<file path="config.mk">
export PLATFORM = sky130hd
export DESIGN_NAME = memory_responder
export DESIGN_NICKNAME = d
export VERILOG_FILES = /design/src/rtl/memory_responder.sv
export SDC_FILE = /design/constraint.sdc
export NUM_CORES = 1
export LEC_CHECK = 0
export BUFFER_PORTS_ARGS = -buffer_cell sky130_fd_sc_hd__buf_4
export CAP_MARGIN = 5
export CORE_MARGIN = 2
export CORE_UTILIZATION = 47
export DETAILED_ROUTE_END_ITERATION = 7
export GPL_ROUTABILITY_DRIVEN = 0
export PLACE_DENSITY = 0.83
export SYNTH_ARGS = -nofsm -noshare
export SYNTH_HDL_FRONTEND = slang
export SYNTH_SLANG_ARGS = --single-unit
export TNS_END_PERCENT = 30
</file>
<file path="constraint.sdc">
create_clock -name clock -period 1.8 [get_ports clock]
set_clock_uncertainty 0.1 [all_clocks]
set_input_delay 0.45 -clock clock [delete_from_list [all_inputs] [get_ports clock]]
set_output_delay 0.45 -clock clock [all_outputs]
set_load 0.03 [all_outputs]
</file>
<file path="src/rtl/memory_responder.sv">
// memory_responder
//   Services one load or store at a time from the control unit against a
//   word-wide synchronous RAM (one-cycle read latency). Loads get byte/half
//   lane extraction with optional sign extension; sub-word stores are done as
//   read-modify-write; misaligned or illegal-size requests are answered with
//   an error and never touch RAM.
//
// Handshake: a request transfers on a rising clock edge where
//   req_valid & req_ready are both high. req_ready is high only while the FSM
//   is idle and reset is released; request fields are captured on that edge
//   and ignored afterwards. resp_valid is a single-cycle pulse with no ready;
//   resp_error and resp_rdata qualify it.
//
// Ports
//   clock, reset            clock, synchronous active-low reset
//   req_*                   request channel (valid/ready), byte address,
//                           right-aligned store data
//   resp_valid/rdata/error  one-cycle response, registered
//   ram_addr/we/wdata       RAM port, registered
//   ram_rdata               RAM read data, valid one cycle after ram_addr
//   debug_state             current FSM state encoding
module memory_responder #(
    parameter int ADDR_WIDTH = 8
) (
    input  logic                  clock,
    input  logic                  reset,
    input  logic                  req_valid,
    output logic                  req_ready,
    input  logic                  req_write,
    input  logic [1:0]            req_size,
    input  logic                  req_signed,
    input  logic [31:0]           req_addr,
    input  logic [31:0]           req_wdata,
    output logic                  resp_valid,
    output logic [31:0]           resp_rdata,
    output logic                  resp_error,
    output logic [ADDR_WIDTH-1:0] ram_addr,
    output logic                  ram_we,
    output logic [31:0]           ram_wdata,
    input  logic [31:0]           ram_rdata,
    output logic [2:0]            debug_state
);

    typedef enum logic [2:0] {
        IDLE = 3'd0,
        RD   = 3'd1,
        WAIT = 3'd2,
        WR   = 3'd3,
        RESP = 3'd4
    } state_t;

    state_t state, state_next;

    // Latched request fields
    logic        write_q;
    logic [1:0]  size_q;
    logic        signed_q;
    logic [1:0]  off_q;
    logic [31:0] data_q;   // store data, later replaced by the merged word

    logic        accept;
    logic        req_bad;
    logic [4:0]  shamt;
    logic [31:0] shifted;
    logic [31:0] lane_mask;
    logic [31:0] mask;
    logic [31:0] merged;
    logic [31:0] load_val;

    // Address bits above the RAM range alias; they are intentionally unused.
    logic unused_addr_bits;
    assign unused_addr_bits = ^req_addr[31:ADDR_WIDTH+2];

    assign req_ready   = (state == IDLE) && reset;
    assign accept      = req_valid && req_ready;
    assign debug_state = state;

    always_comb begin
        req_bad = 1'b0;
        case (req_size)
            2'b00:   req_bad = 1'b0;
            2'b01:   req_bad = req_addr[0];
            2'b10:   req_bad = (req_addr[1:0] != 2'b00);
            default: req_bad = 1'b1;
        endcase
    end

    always_comb begin
        state_next = state;
        case (state)
            IDLE: begin
                if (accept) begin
                    if (req_bad)
                        state_next = RESP;
                    else if (req_write && (req_size == 2'b10))
                        state_next = WR;
                    else
                        state_next = RD;
                end
            end
            RD:      state_next = WAIT;
            WAIT:    state_next = write_q ? WR : RESP;
            WR:      state_next = RESP;
            RESP:    state_next = IDLE;
            default: state_next = IDLE;
        endcase
    end

    // Lane handling: one shift amount serves both extraction and merging,
    // since a half at offset 2 is the same as a byte-lane shift of 16.
    always_comb begin
        shamt     = {off_q, 3'b000};
        shifted   = ram_rdata >> shamt;
        lane_mask = (size_q == 2'b00) ? 32'h0000_00FF : 32'h0000_FFFF;
        mask      = lane_mask << shamt;
        merged    = (ram_rdata & ~mask) | ((data_q << shamt) & mask);
        case (size_q)
            2'b00:   load_val = {{24{signed_q & shifted[7]}}, shifted[7:0]};
            2'b01:   load_val = {{16{signed_q & shifted[15]}}, shifted[15:0]};
            default: load_val = ram_rdata;
        endcase
    end

    // All outputs are registered, so each trails the state that produces it
    // by one cycle: ram_we is high the cycle after WR, resp_valid the cycle
    // after RESP.
    always_ff @(posedge clock) begin
        if (!reset) begin
            state      <= IDLE;
            resp_valid <= 1'b0;
            resp_error <= 1'b0;
            resp_rdata <= 32'h0;
            ram_we     <= 1'b0;
            ram_addr   <= '0;
            ram_wdata  <= 32'h0;
            write_q    <= 1'b0;
            size_q     <= 2'b00;
            signed_q   <= 1'b0;
            off_q      <= 2'b00;
            data_q     <= 32'h0;
        end else begin
            state      <= state_next;
            resp_valid <= (state == RESP);
            ram_we     <= (state == WR);

            if (accept) begin
                write_q  <= req_write;
                size_q   <= req_size;
                signed_q <= req_signed;
                off_q    <= req_addr[1:0];
                ram_addr <= req_addr[ADDR_WIDTH+1:2];
                data_q   <= req_wdata;
            end

            if ((state == WAIT) && write_q)
                data_q <= merged;

            if (state == WR)
                ram_wdata <= data_q;

            // Response payload is captured on entry to RESP. Only a load
            // arriving from WAIT carries data; RESP straight from IDLE is an
            // error.
            if ((state_next == RESP) && (state != RESP)) begin
                resp_rdata <= ((state == WAIT) && !write_q) ? load_val : 32'h0;
                resp_error <= (state == IDLE);
            end
        end
    end

endmodule

</file>
==> results.toml <==
[run_status]
outcome = "complete, but fails checks"
violations = "setup timing"

[critical_path]
cp_cell_sequence = "nor4b_4, buf_4, buf_6"
reg2reg_from = "debug_state[1]"
path_class = "reg -> out"
cp_slowest_cell = "dfxtp_4"
critical-path-max-stage-delay_ps = 350
worstPathRequired_ps = 1250
start_kind = "register"
worstSetupStartpoint = "debug_state[1]"
crit_arrival_ps = 1410
critical_path.endpoint_type = "output port"
cp-endpoint = "req_ready"
reg2reg_depth = 6
r2r_setup_slack_ps = -140
reg2reg_to = "resp_rdata[19]"
crit_fanout = 2

[yosys]
ys_warn_count = 0
yosysMostFrequentCell = "nand2_1"
synth_commonest_cells = "nand2_1 (134), dfxtp_1 (116), a21boi_0 (54)"
synth_flop_cell = "dfxtp_1"
yosys-top-cells-area = "dfxtp_1 (40%), nand2_1 (8.7%), a21boi_0 (7.0%), mux2i_1 (4.3%), o21ai_0 (3.3%)"
ys_types = 49
synth_area_um2 = 5800
syn_avg_cell_area_um2 = 8.24
synth-edff-count = 0
ys_ff_latch = 116
netlist.area_leader.share_pct = 40.1
synth-seq-area-share_pct = 40.1
synth_fp_nets = 806
synthArstFlopShare_pct = 0
synthCells = 703
synth.largest_area_cell = "dfxtp_1"

[global_route]
grt_pass1_vias = 5306
grt_max_degree = 74
antenna_found_initial = 0
grt_pass1_wl_mm = 26.6
grt_overflow = 0
grt_use_total_pct = 25.8

[die]
die-area_um2 = 13200
coreArea_um2 = 12000
fp.dieH_um = 115
start_util_pct = 48.2
die_width_um = 115
row_count = 40
io_pins = 182

[sta]
worst_slack_ps = -158
rsz0062_at_grt = "yes"
fmax_mhz = 511
fin_crit_ps = 1960
hold_viol = 0
tightest_slew_ps = 594
relSlewSlack_pct = 60.4
totalNegativeSetupSlack_ps = -1190
slew_viol_final = 0
finalSetupViolations = 27
period_share_pct = 109

[route]
post-route-drc-count = 0
wl_per_cell_um = 18.0
totalWireLength_mm = 18.5
via_count = 6008
dr.first_iter.drc_count = 545
via_per_inst = 5.84
dr.pass1.iters = 5
final_antenna_net_count = 0

[cells_and_area]
final_layout_size_suffix_gt1_share_pct = 30.4
final_area_um2 = 8140
num-fill-cells = 975
num-nets-final = 974
num_antenna_cells = 0
final_cells = 1028
fin_util_pct = 67.7
area_delta_synth_final_pct = 40.4

[clocking]
ctsHoldBuffers = 0
numCtsBuffers = 17
clk_latency_ps = 420
root_buffer = "clkbuf_16"
cts_tree = "built"
clkTransAtPathRegs_ps = 50
clkSinkCount = 116
cts_buffer_depth = 2
htreeDepth = 4

[worst_hold_path]
hp-class = "in -> reg"

[job]
maxCapViolCount = 0

[power]
p_per_area_nw_per_um2 = 825
finalPower_uw = 6720
leakagePower_uw = 0.00332
ir_drop_v = 0.000621

[place]
hpwl_mm = 12.3
port_buffers = 159
place_area_um2 = 7330
placed_cells = 988
power breakdown:
group | switching (µW) | total [µW] | internal (µW)
Clock | 1110 | 3080 | 1970
Combinational | 480 | 909 | 430
Sequential | 71.8 | 2720 | 2650
worst min path at each step:
stage / from / end / slack [ps] / depth (start not counted)
after floorplan: register / ram_wdata[16] / 340 / 2
after global placement: resp_rdata[15] / resp_rdata[15] / 350 / 2
after detailed placement: resp_rdata[15] / resp_rdata[15] / 350 / 2
after CTS: req_addr[3] / ram_addr[1] / 180 / 3
after global routing: req_addr[4] / ram_addr[2] / 180 / 3
final: req_addr[3] / ram_addr[1] / 190 / 3
timing repair:
| action | CTS | global route |
|---|---|---|
| cloned | 0 | 4 |
| setup buffers | 3 | 4 |
| endpoints found under the setup margin | 1 | 93 |
| pin swaps | 1 | 13 |
| gates resized for setup | 2 | 31 |
worst max-delay path: cells and delay by family (launching register included):
kind,cells,cell delay (ps)
DFF,1,350
buffers and inverters,2,310
and+or+nand+nor,1,330
per-stage QoR:
stage	hold WS (ps)	worst slack, ps
after global placement	347	-141
after floorplan	338	-247
after CTS	176	-88.5
after global routing	183	-192
final	188	-158
after detailed placement	348	-179
logic make-up after synthesis:
| group | count (synthesis) | share of synthesized area [%] |
|---|---|---|
| AOI/OAI and AO/OA | 251 | 31.4 |
| buffers and inverters | 107 | 7.79 |
| DFF | 116 | 40.1 |
| muxes | 27 | 5.09 |
| and+or+nand+nor | 202 | 15.6 |
final cells by class:
cell class,count,area [µm²],area share [%]
multi-input combinational,480,3130,38.4
sequential,116,2330,28.7
timing repair buffer,214,1800,22.1
clock buffer,24,482,5.92
tap,147,184,2.26
inverter,42,158,1.94
clock inverter,5,52.6,0.646
routing by layer:
metal	vias to the layer above	part of all wire [%]	track usage [%]
met5	-	0	0
met4	0	2.8	10.7
met3	42	7.7	6.91
met2	287	49	41.1
met1	2821	41	33.1
li1	2858	-	-
cell usage in the layout, fill, tap and decap left out, types with 2 or more instances in the layout:
master	instances
a21boi_0	54
dfxtp_1	111
o21ai_1	10
nand2b_1	7
o22ai_1	16
clkbuf_8	3
clkbuf_1	4
o21ai_0	31
buf_12	7
a211oi_1	7
o221ai_1	9
nor3b_1	2
inv_1	41
nor2_2	2
nand3_1	11
clkbuf_16	21
nand2_1	133
and2_1	4
nor2_1	11
o211a_1	9
a21oi_1	4
o21a_1	25
clkinv_2	3
dfxtp_4	2
nor3_1	17
mux2i_1	25
buf_6	9
mux4_2	2
buf_4	194
a2bb2oi_1	7
o211ai_1	25
a31oi_1	25
o221ai_2	5
dfxtp_2	3
a32o_1	15
No activity file was read; power rests on OpenSTA's default activity.
